### src/rtl/mem_arbiter.sv
// rtl/mem_arbiter.sv - fetch vs load/store arbiter for a single-ported unified RAM
// Optional MEM_ARB_RR_EN: round-robin collision policy instead of fixed data priority.
module mem_arbiter #(
    parameter int ADDR_W       = 8,
    parameter int STARVE_LIMIT = 4
) (
    input  logic              clk,
    input  logic              reset,
    input  logic              if_valid,
    input  logic [31:0]       if_addr,
    output logic              if_ready,
    output logic              if_rvalid,
    output logic [31:0]       if_rdata,
    input  logic              d_valid,
    input  logic              d_we,
    input  logic [3:0]        d_wstrb,
    input  logic [31:0]       d_addr,
    input  logic [31:0]       d_wdata,
    output logic              d_ready,
    output logic              d_rvalid,
    output logic [31:0]       d_rdata,
    output logic              mem_en,
    output logic [3:0]        mem_we,
    output logic [ADDR_W-1:0] mem_addr,
    output logic [31:0]       mem_wdata,
    input  logic [31:0]       mem_rdata
);
    localparam int CNT_W = $clog2(STARVE_LIMIT + 1);
    localparam logic [CNT_W-1:0] CNT_MAX = CNT_W'(STARVE_LIMIT);

    typedef enum logic [1:0] {OWN_IDLE, OWN_IF, OWN_D} owner_t;

    owner_t           owner, owner_next;
    logic             d_store, d_store_next;
    logic [CNT_W-1:0] starve_cnt, starve_next;
    logic             grant_if, grant_d;
    logic             fetch_pref;

    logic unused_addr_bits;
    assign unused_addr_bits = ^{if_addr[1:0], if_addr[31:ADDR_W+2],
                                d_addr[1:0], d_addr[31:ADDR_W+2]};

`ifdef MEM_ARB_RR_EN
    // last: 1 while data owns the next collision; starts at data, flips with each grant
    logic last;

    always_ff @(posedge clk or posedge reset) begin
        if (reset) begin
            last <= 1'b1;
        end else if (grant_if) begin
            last <= 1'b1;
        end else if (grant_d) begin
            last <= 1'b0;
        end
    end

    assign fetch_pref = !last || (starve_cnt == CNT_MAX);
`else
    assign fetch_pref = (starve_cnt == CNT_MAX);
`endif

    // Grant is forced off during reset so every output reads 0 while it is held
    always_comb begin
        grant_if = 1'b0;
        grant_d  = 1'b0;
        if (!reset) begin
            if (if_valid && (!d_valid || fetch_pref)) begin
                grant_if = 1'b1;
            end else if (d_valid) begin
                grant_d = 1'b1;
            end
        end
    end

    always_comb begin
        if_ready  = grant_if;
        d_ready   = grant_d;
        mem_en    = grant_if || grant_d;
        mem_we    = (grant_d && d_we) ? d_wstrb : 4'b0000;
        mem_wdata = grant_d ? d_wdata : 32'h0;
        mem_addr  = '0;
        if (grant_if) begin
            mem_addr = if_addr[ADDR_W+1:2];
        end else if (grant_d) begin
            mem_addr = d_addr[ADDR_W+1:2];
        end
    end

    always_comb begin
        owner_next   = OWN_IDLE;
        d_store_next = 1'b0;
        starve_next  = starve_cnt;
        if (grant_if) begin
            owner_next = OWN_IF;
        end else if (grant_d) begin
            owner_next   = OWN_D;
            d_store_next = d_we;
        end
        if (!if_valid || grant_if) begin
            starve_next = '0;
        end else if (starve_cnt != CNT_MAX) begin
            starve_next = starve_cnt + 1'b1;
        end
    end

    always_ff @(posedge clk or posedge reset) begin
        if (reset) begin
            owner      <= OWN_IDLE;
            d_store    <= 1'b0;
            starve_cnt <= '0;
        end else begin
            owner      <= owner_next;
            d_store    <= d_store_next;
            starve_cnt <= starve_next;
        end
    end

    // Stores are acknowledged with zero data; the RAM word read alongside is discarded
    assign if_rvalid = (owner == OWN_IF);
    assign d_rvalid  = (owner == OWN_D);
    assign if_rdata  = if_rvalid ? mem_rdata : 32'h0;
    assign d_rdata   = (d_rvalid && !d_store) ? mem_rdata : 32'h0;

endmodule

### config.mk
export PLATFORM = sky130hd
export DESIGN_NAME = mem_arbiter
export DESIGN_NICKNAME = d
export VERILOG_FILES = /design/src/rtl/mem_arbiter.sv
export SDC_FILE = /design/constraint.sdc
export NUM_CORES = 1
export LEC_CHECK = 0
export CORE_AREA = 3 3 96 98
export CTS_CLUSTER_SIZE = 30
export DETAILED_ROUTE_END_ITERATION = 7
export DIE_AREA = 0 0 99 101
export HOLD_SLACK_MARGIN = 0.03
export RECOVER_POWER = 25
export SLEW_MARGIN = 10
export SYNTH_ARGS = -nofsm -noshare
export SYNTH_HDL_FRONTEND = slang
export SYNTH_SLANG_ARGS = --single-unit
### constraint.sdc
create_clock -name clk -period 4.1 [get_ports clk]
set_input_delay 0.41 -clock clk [delete_from_list [all_inputs] [get_ports clk]]
set_output_delay 0.41 -clock clk [all_outputs]
set_load 0.05 [all_outputs]
==> metrics.txt, run 1 <==
# TYPE chip_impl_metric gauge
chip_impl_metric{name="ctsLongestPathBuffers",unit=""} 2
chip_impl_metric{name="detailed_place_hpwl",unit="um"} 4990
chip_impl_info{name="synth_top_family_by_area",value="simple AND/OR/NAND/NOR gates"} 1
chip_impl_metric{name="cp.required",unit="ns"} 3.69
chip_impl_metric{name="ctsHoldBuffers",unit=""} 0
chip_impl_metric{name="timing_worst_slew_pin_value",unit="ns"} 0.833
chip_impl_metric{name="setup_viol",unit=""} 0
chip_impl_metric{name="finalNonFillerCells",unit=""} 455
chip_impl_metric{name="vias",unit=""} 1753
chip_impl_metric{name="cts-resized-gates",unit=""} 0
chip_impl_info{name="critPathLaunch",value="reset"} 1
chip_impl_info{name="hp-start",value="starve_cnt[2]"} 1
chip_impl_metric{name="worst_vdd_ir",unit="mV"} 0.149
chip_impl_metric{name="placement_rows",unit=""} 34
chip_impl_info{name="grt_setup_unrepaired",value="no"} 1
chip_impl_metric{name="fill_cells",unit=""} 903
chip_impl_metric{name="crit_path_max_fanout",unit=""} 46
chip_impl_info{name="worst_hold_path_type",value="register to register"} 1
chip_impl_metric{name="switching_share",unit=""} 0.449
chip_impl_metric{name="place_congestion",unit=""} 0.764
chip_impl_metric{name="post_drt_via_cell_ratio",unit=""} 3.85
chip_impl_metric{name="placement.io_buffers",unit=""} 201
chip_impl_info{name="worst_setup_path_start_kind",value="primary input"} 1
chip_impl_metric{name="fin_tns_setup",unit="ns"} 0
chip_impl_metric{name="post_syn_area",unit="mm2"} 0.00112
chip_impl_metric{name="clock_edge_transition_at_the_registers_on_the_reported_setup_and_hold_paths",unit="ns"} 0.04
chip_impl_metric{name="power_leakage",unit="nW"} 1.33
chip_impl_metric{name="ys_seq_elements",unit=""} 6
chip_impl_metric{name="place_inst",unit=""} 452
chip_impl_metric{name="pwr-share-comb",unit=""} 0.705
chip_impl_metric{name="synth_fa_ha_area_frac",unit=""} 0.0222
chip_impl_metric{name="clock_power_share",unit=""} 0.171
chip_impl_metric{name="post_drt_wl_per_cell",unit="um"} 12.7
chip_impl_metric{name="pin_count",unit=""} 250
chip_impl_metric{name="finalCritPeriodShare",unit=""} 0.805
chip_impl_metric{name="grt_antenna_before_repair",unit=""} 0
chip_impl_info{name="cts_root_buf",value="clkbuf_8"} 1
chip_impl_metric{name="grt_max_degree",unit=""} 47
chip_impl_metric{name="internal-power",unit="mW"} 0.290
chip_impl_metric{name="placeable_core_area",unit="mm2"} 0.00855
chip_impl_metric{name="total_power",unit="mW"} 0.525
chip_impl_metric{name="ys_types",unit=""} 25
chip_impl_metric{name="worst_r2r_path_cells",unit=""} 5
chip_impl_metric{name="grt.total_usage",unit=""} 0.103
chip_impl_info{name="worstSetupPathType",value="primary input to output pin"} 1
chip_impl_metric{name="maxCapViolCount",unit=""} 0
chip_impl_metric{name="sequentialPowerShare",unit=""} 0.124
chip_impl_metric{name="timing.fmax",unit="MHz"} 303
chip_impl_metric{name="finalNetCount",unit=""} 488
chip_impl_metric{name="final_layout_size_suffix_gt1_frac",unit=""} 0.0259
chip_impl_metric{name="design.die.area",unit="mm2"} 0.0100
chip_impl_metric{name="grt_pass1_wl",unit="um"} 8520
chip_impl_metric{name="htreeDepth",unit=""} 1
chip_impl_metric{name="yosys.area_share.xor_xnor",unit=""} 0
chip_impl_metric{name="first_pass_iters",unit=""} 4
chip_impl_metric{name="synthesis.instances",unit=""} 153
chip_impl_metric{name="finalWirelength",unit="um"} 5780
chip_impl_metric{name="synth_compound_area_frac",unit=""} 0.0979
chip_impl_metric{name="finalWorstPathRequiredPeriod",unit="ns"} 3.30
chip_impl_metric{name="cellPowerDensity",unit="mW/mm2"} 162
chip_impl_metric{name="multiInputGateArea",unit="um2"} 885
chip_impl_metric{name="detailedRoute.firstIterationViolations",unit=""} 23
chip_impl_metric{name="cp.arrival",unit="ns"} 2.89
chip_impl_metric{name="antenna-diode-count",unit=""} 0
chip_impl_metric{name="drt.antenna.violating_nets",unit=""} 0
chip_impl_metric{name="syn_area_per_cell",unit="um2"} 7.35
chip_impl_info{name="worst_setup_ep_type",value="output pin"} 1
chip_impl_metric{name="synth_sequential_area_ratio",unit=""} 0.133
chip_impl_metric{name="worstSkewPairLatency",unit="ns"} 0.23
chip_impl_metric{name="seqCellArea",unit="um2"} 150
chip_impl_metric{name="area_growth",unit="%"} 188
chip_impl_metric{name="floorplan.die.width",unit="um"} 99
chip_impl_metric{name="first_global_vias",unit=""} 1677
chip_impl_metric{name="timing.slew.headroom",unit=""} 0.444
chip_impl_metric{name="floorplan.initialDensity",unit=""} 0.132
chip_impl_metric{name="hold_slack",unit="ns"} 0.568
chip_impl_metric{name="ys_warns",unit=""} 0
chip_impl_metric{name="rrSetupSlack",unit="ns"} 2.61
chip_impl_metric{name="die_height",unit="um"} 101
chip_impl_metric{name="numClockSinks",unit=""} 6
chip_impl_info{name="run_status",value="finished, final reports clean"} 1
chip_impl_info{name="regToRegEndpoint",value="d_store"} 1
chip_impl_metric{name="power.switching",unit="mW"} 0.236
chip_impl_metric{name="timing.clock.skew",unit="ns"} 0.00597
chip_impl_metric{name="grt_overflow",unit=""} 0
chip_impl_metric{name="synth_nets",unit=""} 292
chip_impl_metric{name="post_synth_mux_area_share",unit=""} 0.0100
chip_impl_metric{name="cts_setup_buffers",unit=""} 0
chip_impl_metric{name="report.final.hold_viol_count",unit=""} 0
chip_impl_metric{name="drt_drc_violations_left",unit=""} 0
chip_impl_info{name="r2r-start",value="starve_cnt[0]"} 1
chip_impl_info{name="cts_tree",value="yes"} 1
chip_impl_metric{name="number_of_instances_on_the_worst_hold_path",unit=""} 1
chip_impl_metric{name="count_of_pins_over_their_slew_limit",unit=""} 0
chip_impl_metric{name="cts_inserted_buffers",unit=""} 3
chip_impl_info{name="worstHoldEndpoint",value="starve_cnt[2]"} 1
chip_impl_metric{name="synth_simple_gate_area_share",unit=""} 0.656
[registers in the layout, indices dropped and copies added, names as in the netlist]
name        count
d_store         1
owner           2
starve_cnt      3
[kinds of logic (layout without fill, tap and decap cells)]
family,after synthesis,count (layout)
compound gates,14,14
fa+ha+maj,2,2
buf+inv,14,208
flops,6,6
mux,1,1
simple gates,116,116
[power by group through the flow]
stage / Combinational (mW) / Clock (mW) / Sequential [mW]
global placement: 0.374 / 0 / 0.0653
finish: 0.370 / 0.0900 / 0.0649
floorplan: 0.206 / 0 / 0.0651
global route: 0.390 / 0.0964 / 0.0652
CTS: 0.377 / 0.0938 / 0.0648
detailed placement: 0.376 / 0 / 0.0656
[routing by layer]
metal  share of wire  track usage
met5               0            0
met4          0.0036       0.0189
met3            0.11       0.0277
met2            0.48        0.171
met1            0.41        0.135
[cells in the mapped netlist]
master	count	area share
and3_1	5	0.028
a21boi_1	1	0.0067
and2b_1	1	0.0067
inv_2	1	0.0033
nor3b_4	1	0.017
a22o_1	7	0.055
o22ai_1	2	0.011
nor2b_1	2	0.011
nand3_1	1	0.0044
and3_4	1	0.010
nand2_1	5	0.017
mux2_2	1	0.010
dfrtp_1	6	0.13
clkbuf_1	6	0.020
o221ai_1	1	0.0078
and2_1	97	0.54
or2_2	1	0.0056
buf_6	5	0.050
nand3_2	1	0.0089
a41o_1	1	0.0089
a21oi_1	1	0.0044
inv_1	2	0.0067
o21ai_0	1	0.0044
ha_1	2	0.022
nor4bb_1	1	0.0089
[worst max-delay path, stage by stage]
cell	delay, ns
dlygate4sd3_1	0.65
inv_1	0.32
and3_4	0.49
a22o_1	0.19
clkdlybuf4s50_1	0.81
[layout by cell type, fill, tap and decap left out, types with 2 or more instances in the layout]
master           count
clkbuf_8             3
and3_1               5
ha_1                 2
dfrtp_1              6
a22o_1               7
nor2b_1              2
o22ai_1              2
inv_1                3
nand2_1              5
and2_1              97
dlygate4sd3_1       20
clkdlybuf4s50_1    181
[metrics by stage]
step                 util  worst slack, ns  area, um2
global placement    0.374             1.00       3200
global route        0.379            0.657       3240
floorplan               -             1.68       1120
detailed placement  0.374            0.990       3200
CTS                 0.379            0.983       3240
finish              0.379            0.799       3240
[how the worst max path moves through the flow]
stage / to / slack (ns) / depth (start not counted)
3_5_place_dp: mem_addr[7] / 0.99 / 5
5_1_grt: mem_wdata[20] / 0.66 / 5
6_report: mem_addr[0] / 0.80 / 5
3_3_place_gp: mem_addr[7] / 1.00 / 5
2_1_floorplan: d_rdata[10] / 1.68 / 4
4_1_cts: mem_addr[7] / 0.98 / 5
[layout make-up]
type | instances | area share
Clock buffer | 3 | 0.0127
Timing Repair Buffer | 202 | 0.623
Inverter | 3 | 0.00347
Multi-Input combinational cell | 133 | 0.273
Tap cell | 108 | 0.0417
Sequential cell | 6 | 0.0463
(Power assumes the default switching activity.)
==> run 2, diff against run 1 <==
==> constraint.sdc (replaced) <==
create_clock -name clk -period 3.2 [get_ports clk]
set_input_delay 0.32 -clock clk [delete_from_list [all_inputs] [get_ports clk]]
set_output_delay 0.32 -clock clk [all_outputs]
set_load 0.05 [all_outputs]
==> run 2 against run 1 <==
  * Clock skew is 0.0015 ns higher
  * Die area did not move
  * Sequential share of layout area up 0.21 points
  * Clock power rose by 28%
  * Sequential power rose by 28%
  * Total power increased by 26%
  * Design area fell by 4.4%
  * Core utilization down 1.7 points
==> metrics.txt, run 2 (synthesis gave the netlist of run 1 again) <==
# TYPE chip_impl_metric gauge
chip_impl_info{name="run_status",value="finished, final reports clean"} 1
chip_impl_metric{name="fin_tns_setup",unit="ns"} 0
chip_impl_info{name="commonest_cells_after_routing_fill_and_taps_aside",value="clkdlybuf4s50_1 (158), and2_1 (97), buf_4 (27)"} 1
chip_impl_info{name="largest_register",value="starve_cnt"} 1
chip_impl_metric{name="placeable_core_area",unit="mm2"} 0.00855
chip_impl_info{name="timing.critical_path.cells",value="dlygate4sd3_1 -> inv_2 -> and3_4 -> and2_1 -> clkdlybuf4s50_1"} 1
chip_impl_metric{name="first_global_vias",unit=""} 1593
chip_impl_info{name="layout_top_registers",value="starve_cnt x3, owner x2, d_store x1"} 1
chip_impl_metric{name="cellPowerDensity",unit="mW/mm2"} 213
chip_impl_metric{name="timing.clock.skew",unit="ns"} 0.00743
chip_impl_metric{name="setup_viol",unit=""} 0
chip_impl_metric{name="htreeDepth",unit=""} 1
chip_impl_metric{name="use_met1",unit=""} 0.118
chip_impl_metric{name="cts_setup_buffers",unit=""} 0
chip_impl_metric{name="grt_max_degree",unit=""} 34
chip_impl_info{name="critical-path-slowest-cell",value="clkdlybuf4s50_1"} 1
chip_impl_metric{name="finalWorstPathRequiredPeriod",unit="ns"} 2.87
chip_impl_metric{name="power_leakage",unit="nW"} 1.29
chip_impl_info{name="gr-max-usage-layer",value="met2"} 1
chip_impl_metric{name="worst_vdd_ir",unit="mV"} 0.181
chip_impl_metric{name="post_drt_wl_per_cell",unit="um"} 12.2
chip_impl_metric{name="crit_buf_inv",unit=""} 3
chip_impl_info{name="critical_path.top_delay_family",value="buffers and inverters"} 1
chip_impl_metric{name="die_height",unit="um"} 101
chip_impl_metric{name="drt_drc_violations_left",unit=""} 0
chip_impl_metric{name="finalWirelength",unit="um"} 5590
chip_impl_metric{name="cp.arrival",unit="ns"} 2.55
chip_impl_metric{name="cp.required",unit="ns"} 2.88
chip_impl_metric{name="rrSetupSlack",unit="ns"} 1.69
chip_impl_metric{name="final_layout_size_suffix_gt1_frac",unit=""} 0.103
chip_impl_metric{name="detailed_place_hpwl",unit="um"} 4900
chip_impl_metric{name="hold_slack",unit="ns"} 0.566
chip_impl_metric{name="timing.fmax",unit="MHz"} 348
chip_impl_metric{name="global_route.usage.met2",unit=""} 0.168
chip_impl_metric{name="critical_path.max_stage_delay",unit="ns"} 0.80
chip_impl_info{name="grt_setup_unrepaired",value="no"} 1
chip_impl_metric{name="drt.antenna.violating_nets",unit=""} 0
chip_impl_metric{name="report.final.hold_viol_count",unit=""} 0
chip_impl_metric{name="timing.slew.headroom",unit=""} 0.589
chip_impl_metric{name="finalNetCount",unit=""} 491
chip_impl_metric{name="grt.total_usage",unit=""} 0.0963
chip_impl_info{name="worst_setup_ep_type",value="output pin"} 1
chip_impl_metric{name="clock_edge_transition_at_the_registers_on_the_reported_setup_and_hold_paths",unit="ns"} 0.04
chip_impl_metric{name="worstSkewPairLatency",unit="ns"} 0.23
chip_impl_metric{name="placement_rows",unit=""} 34
chip_impl_metric{name="placement.io_buffers",unit=""} 201
chip_impl_metric{name="cts_inserted_buffers",unit=""} 3
chip_impl_metric{name="floorplan.die.width",unit="um"} 99
chip_impl_metric{name="numClockSinks",unit=""} 6
chip_impl_metric{name="maxCapViolCount",unit=""} 0
chip_impl_metric{name="detailedRoute.firstIterationViolations",unit=""} 16
chip_impl_info{name="worst_setup_path_start_kind",value="primary input"} 1
chip_impl_info{name="mostFrequentLayoutCell",value="clkdlybuf4s50_1"} 1
chip_impl_metric{name="antenna-diode-count",unit=""} 0
chip_impl_metric{name="ctsHoldBuffers",unit=""} 0
chip_impl_metric{name="design.die.area",unit="mm2"} 0.0100
chip_impl_metric{name="first_pass_iters",unit=""} 2
chip_impl_metric{name="max_ffs_per_register",unit=""} 3
chip_impl_metric{name="finalCritPeriodShare",unit=""} 0.898
chip_impl_metric{name="ctsLongestPathBuffers",unit=""} 2
chip_impl_metric{name="floorplan.initialDensity",unit=""} 0.132
chip_impl_metric{name="timing_worst_slew_pin_value",unit="ns"} 0.619
chip_impl_metric{name="grt_pass1_wl",unit="um"} 8050
chip_impl_metric{name="cts-resized-gates",unit=""} 0
chip_impl_metric{name="post_drt_via_cell_ratio",unit=""} 3.79
chip_impl_metric{name="gr-usage-met3",unit=""} 0.0311
chip_impl_info{name="cts_tree",value="yes"} 1
chip_impl_metric{name="pin_count",unit=""} 250
chip_impl_metric{name="area_growth",unit="%"} 176
chip_impl_info{name="cts_root_buf",value="clkbuf_8"} 1
chip_impl_info{name="worst_hold_path_type",value="register to register"} 1
chip_impl_metric{name="total_power",unit="mW"} 0.661
chip_impl_metric{name="fill_cells",unit=""} 894
chip_impl_metric{name="place_congestion",unit=""} 0.766
chip_impl_metric{name="grt_overflow",unit=""} 0
chip_impl_metric{name="vias",unit=""} 1738
chip_impl_metric{name="count_of_pins_over_their_slew_limit",unit=""} 0
chip_impl_metric{name="grt_antenna_before_repair",unit=""} 0
chip_impl_metric{name="crit_path_max_fanout",unit=""} 33
chip_impl_info{name="worstSetupPathType",value="primary input to output pin"} 1
[run 2: path summary, 6_finish.rpt]
| check | start | endpoint | cells after the start |
|---|---|---|---|
| max | reset | mem_wdata[1] | 5 |
| min | starve_cnt[2] | starve_cnt[2] | 1 |
| max reg2reg | starve_cnt[0] | owner[0] | 5 |
| min reg2reg | starve_cnt[2] | starve_cnt[2] | 1 |
| max in group asynchronous | reset | owner[0] | 2 |
| min in group asynchronous | reset | starve_cnt[1] | 2 |
[run 2: per-stage QoR]
step | worst slack, ns | instances | utilization | area [um2]
3_5_place_dp | 0.382 | 455 | 0.365 | 3120
5_1_grt | 0.204 | 458 | 0.363 | 3100
4_1_cts | 0.380 | 458 | 0.370 | 3160
6_report | 0.326 | 458 | 0.363 | 3100
3_3_place_gp | 0.385 | 455 | 0.365 | 3120
2_1_floorplan | 0.872 | 153 | - | 1120
[run 2: worst register-to-register path, cell delays in order, from the launching register on]
cell      delay (ns)
dfrtp_1         0.37
inv_1           0.07
ha_1            0.26
a21boi_0        0.42
nor3b_4         0.08
buf_4           0.18
[run 2: metal layers]
layer	up-vias	routed length, um
li1	889	-
met1	735	2120
met2	112	2790
met3	2	664
met4	0	19
met5	-	0
[run 2: report_power, final]
part,switching [mW],total (mW),internal [mW]
Clock,0.0339,0.115,0.0809
Sequential,0.00287,0.0832,0.0804
Combinational,0.264,0.463,0.199
[run 2: area by class of cell]
| class | count | area [um2] | area share |
|---|---|---|---|
| flip-flops and latches | 6 | 150 | 0.0484 |
| inverters | 3 | 11.3 | 0.00363 |
| repair buffers | 205 | 1880 | 0.606 |
| multi-input cells | 133 | 885 | 0.285 |
| well taps | 108 | 135 | 0.0436 |
| clock buffers | 3 | 41.3 | 0.0133 |
==> run 3, diff against run 2 <==
--- a/config.mk
+++ b/config.mk
@@ -10,6 +10,7 @@
 export DETAILED_ROUTE_END_ITERATION = 7
 export DIE_AREA = 0 0 99 101
 export HOLD_SLACK_MARGIN = 0.03
+export MAX_ROUTING_LAYER = met4
 export RECOVER_POWER = 25
 export SLEW_MARGIN = 10
 export SYNTH_ARGS = -nofsm -noshare
==> run 3 against run 2 <==
  * Global-route usage rose by 0.28 points
  * Die area unchanged
  * Critical path type unchanged
  * Register-to-register slack is essentially flat
  * Highest routed layer unchanged
  * Cell count unchanged
  * Combinational power about the same
==> metrics.txt, run 3 (synthesis gave the netlist of run 1 again) <==
# TYPE chip_impl_metric gauge
chip_impl_info{name="worst_hold_path_type",value="register to register"} 1
chip_impl_metric{name="area_growth",unit="%"} 176
chip_impl_metric{name="place_area",unit="mm2"} 0.00312
chip_impl_metric{name="rrSetupSlack",unit="ns"} 1.69
chip_impl_info{name="run_status",value="finished, final reports clean"} 1
chip_impl_metric{name="ctsLongestPathBuffers",unit=""} 2
chip_impl_metric{name="cp.required",unit="ns"} 2.88
chip_impl_info{name="timing.critical_path.cells",value="dlygate4sd3_1 -> inv_2 -> and3_4 -> and2_1 -> clkdlybuf4s50_1"} 1
chip_impl_metric{name="die_height",unit="um"} 101
chip_impl_metric{name="floorplan.die.width",unit="um"} 99
chip_impl_metric{name="antenna-diode-count",unit=""} 0
chip_impl_metric{name="final_layout_size_suffix_gt1_frac",unit=""} 0.103
chip_impl_metric{name="timing.slew.headroom",unit=""} 0.592
chip_impl_metric{name="worst_r2r_path_cells",unit=""} 5
chip_impl_metric{name="post_drt_via_cell_ratio",unit=""} 3.79
chip_impl_metric{name="final_cell_area",unit="mm2"} 0.00310
chip_impl_info{name="crit_end",value="mem_wdata[1]"} 1
chip_impl_metric{name="critical_path.max_stage_delay",unit="ns"} 0.80
chip_impl_metric{name="place_inst",unit=""} 455
chip_impl_metric{name="floorplan.initialDensity",unit=""} 0.132
chip_impl_metric{name="timing.fmax",unit="MHz"} 348
chip_impl_metric{name="setup_viol",unit=""} 0
chip_impl_metric{name="timing.clock.skew",unit="ns"} 0.00743
chip_impl_metric{name="power_leakage",unit="nW"} 1.29
chip_impl_info{name="worst_setup_path_start_kind",value="primary input"} 1
chip_impl_metric{name="htreeDepth",unit=""} 1
chip_impl_info{name="cts_tree",value="yes"} 1
chip_impl_metric{name="placement.io_buffers",unit=""} 201
chip_impl_info{name="regToRegEndpoint",value="owner[0]"} 1
chip_impl_metric{name="clock_edge_transition_at_the_registers_on_the_reported_setup_and_hold_paths",unit="ns"} 0.04
chip_impl_metric{name="grt_overflow",unit=""} 0
chip_impl_metric{name="finalWirelength",unit="um"} 5610
chip_impl_metric{name="numClockSinks",unit=""} 6
chip_impl_info{name="grt_setup_unrepaired",value="no"} 1
chip_impl_metric{name="first_global_vias",unit=""} 1578
chip_impl_metric{name="detailed_place_hpwl",unit="um"} 4900
chip_impl_info{name="critPathLaunch",value="reset"} 1
chip_impl_metric{name="placement_rows",unit=""} 34
chip_impl_info{name="mostFrequentLayoutCell",value="clkdlybuf4s50_1"} 1
chip_impl_metric{name="worst_vdd_ir",unit="mV"} 0.181
chip_impl_metric{name="cts_setup_buffers",unit=""} 0
chip_impl_info{name="r2r-start",value="starve_cnt[0]"} 1
chip_impl_metric{name="grt_max_degree",unit=""} 34
chip_impl_metric{name="placeable_core_area",unit="mm2"} 0.00855
chip_impl_metric{name="grt.total_usage",unit=""} 0.0991
chip_impl_metric{name="max_ffs_per_register",unit=""} 3
chip_impl_metric{name="ctsHoldBuffers",unit=""} 0
chip_impl_metric{name="detailedRoute.firstIterationViolations",unit=""} 24
chip_impl_metric{name="finalNonFillerCells",unit=""} 458
chip_impl_metric{name="maxCapViolCount",unit=""} 0
chip_impl_info{name="cts_root_buf",value="clkbuf_8"} 1
chip_impl_info{name="commonest_cells_after_routing_fill_and_taps_aside",value="clkdlybuf4s50_1 (158), and2_1 (97), buf_4 (27)"} 1
chip_impl_metric{name="finalCritPeriodShare",unit=""} 0.899
chip_impl_metric{name="worstSkewPairLatency",unit="ns"} 0.23
chip_impl_metric{name="cts_inserted_buffers",unit=""} 3
chip_impl_info{name="worst_setup_ep_type",value="output pin"} 1
chip_impl_metric{name="cts-resized-gates",unit=""} 0
chip_impl_info{name="layout_top_registers",value="starve_cnt x3, owner x2, d_store x1"} 1
chip_impl_metric{name="design.die.area",unit="mm2"} 0.0100
chip_impl_metric{name="first_pass_iters",unit=""} 2
chip_impl_metric{name="pin_count",unit=""} 250
chip_impl_metric{name="finalWorstPathRequiredPeriod",unit="ns"} 2.88
chip_impl_metric{name="drt_drc_violations_left",unit=""} 0
chip_impl_metric{name="grt_antenna_before_repair",unit=""} 0
chip_impl_metric{name="finalNetCount",unit=""} 491
chip_impl_metric{name="vias",unit=""} 1734
chip_impl_info{name="largest_register",value="starve_cnt"} 1
chip_impl_metric{name="post_drt_wl_per_cell",unit="um"} 12.2
chip_impl_metric{name="place_congestion",unit=""} 0.776
chip_impl_metric{name="drt.antenna.violating_nets",unit=""} 0
chip_impl_metric{name="count_of_pins_over_their_slew_limit",unit=""} 0
chip_impl_info{name="worstSetupPathType",value="primary input to output pin"} 1
chip_impl_metric{name="report.final.hold_viol_count",unit=""} 0
chip_impl_metric{name="cp.arrival",unit="ns"} 2.56
chip_impl_metric{name="fin_tns_setup",unit="ns"} 0
chip_impl_metric{name="crit_path_max_fanout",unit=""} 33
chip_impl_metric{name="timing_worst_slew_pin_value",unit="ns"} 0.614
chip_impl_metric{name="cellPowerDensity",unit="mW/mm2"} 213
chip_impl_info{name="critical-path-slowest-cell",value="clkdlybuf4s50_1"} 1
chip_impl_metric{name="grt_pass1_wl",unit="um"} 8050
run 3: cell counts in the layout (fill, tap and decap cells not counted):
Identical to the previous run, type by type.
run 3: worst min path at each step:
| stage | cells after the start | slack [ns] | end | start |
|---|---|---|---|---|
| 6_report | 1 | 0.57 | starve_cnt[2] | starve_cnt[2] |
| 5_1_grt | 1 | 0.60 | starve_cnt[2] | starve_cnt[2] |
| 4_1_cts | 2 | 0.51 | starve_cnt[1] | reset |
| 3_5_place_dp | 2 | 0.56 | starve_cnt[1] | starve_cnt[1] |
| 3_3_place_gp | 1 | 0.55 | starve_cnt[2] | starve_cnt[2] |
| 2_1_floorplan | 1 | 0.09 | d_store | reset |
run 3: metrics by stage:
stage	total power, mW	util	hold slack (ns)	setup WS (ns)
floorplan	0.348	-	0.0933	0.872
global placement	0.559	0.365	0.546	0.385
detailed placement	0.560	0.365	0.565	0.382
CTS	0.678	0.370	0.509	0.380
global route	0.697	0.363	0.597	0.202
finish	0.662	0.363	0.566	0.324
run 3: layout make-up:
type                    instances  area, um2
clock buffers                   3       41.3
fillers                       894       5450
inverters                       3       11.3
multi-input cells             133        885
flip-flops and latches          6        150
well taps                     108        135
repair buffers                205       1880
run 3: worst max-delay path: cells and delay by family:
kind,cells,cell delay (ns)
buffers and inverters,3,1.65
AND/OR/NAND/NOR,2,0.56
run 3: report_power, final:
part           internal [mW]  total (mW)  leakage (nW)  switching [mW]
Combinational          0.199       0.463          1.19           0.264
Clock                 0.0809       0.115        0.0216          0.0339
Sequential            0.0804      0.0832        0.0800         0.00287
Total                  0.361       0.662          1.29           0.301
run 3: per-layer routing:
layer  part of all wire  wire (um)  vias up  global-route usage
met2               0.50       2800      112               0.168
li1                   -          -      888                   -
met5                  0          0        -                   -
met4             0.0034         19        0              0.0158
met1               0.39       2190      732               0.123
met3               0.11        596        2              0.0228
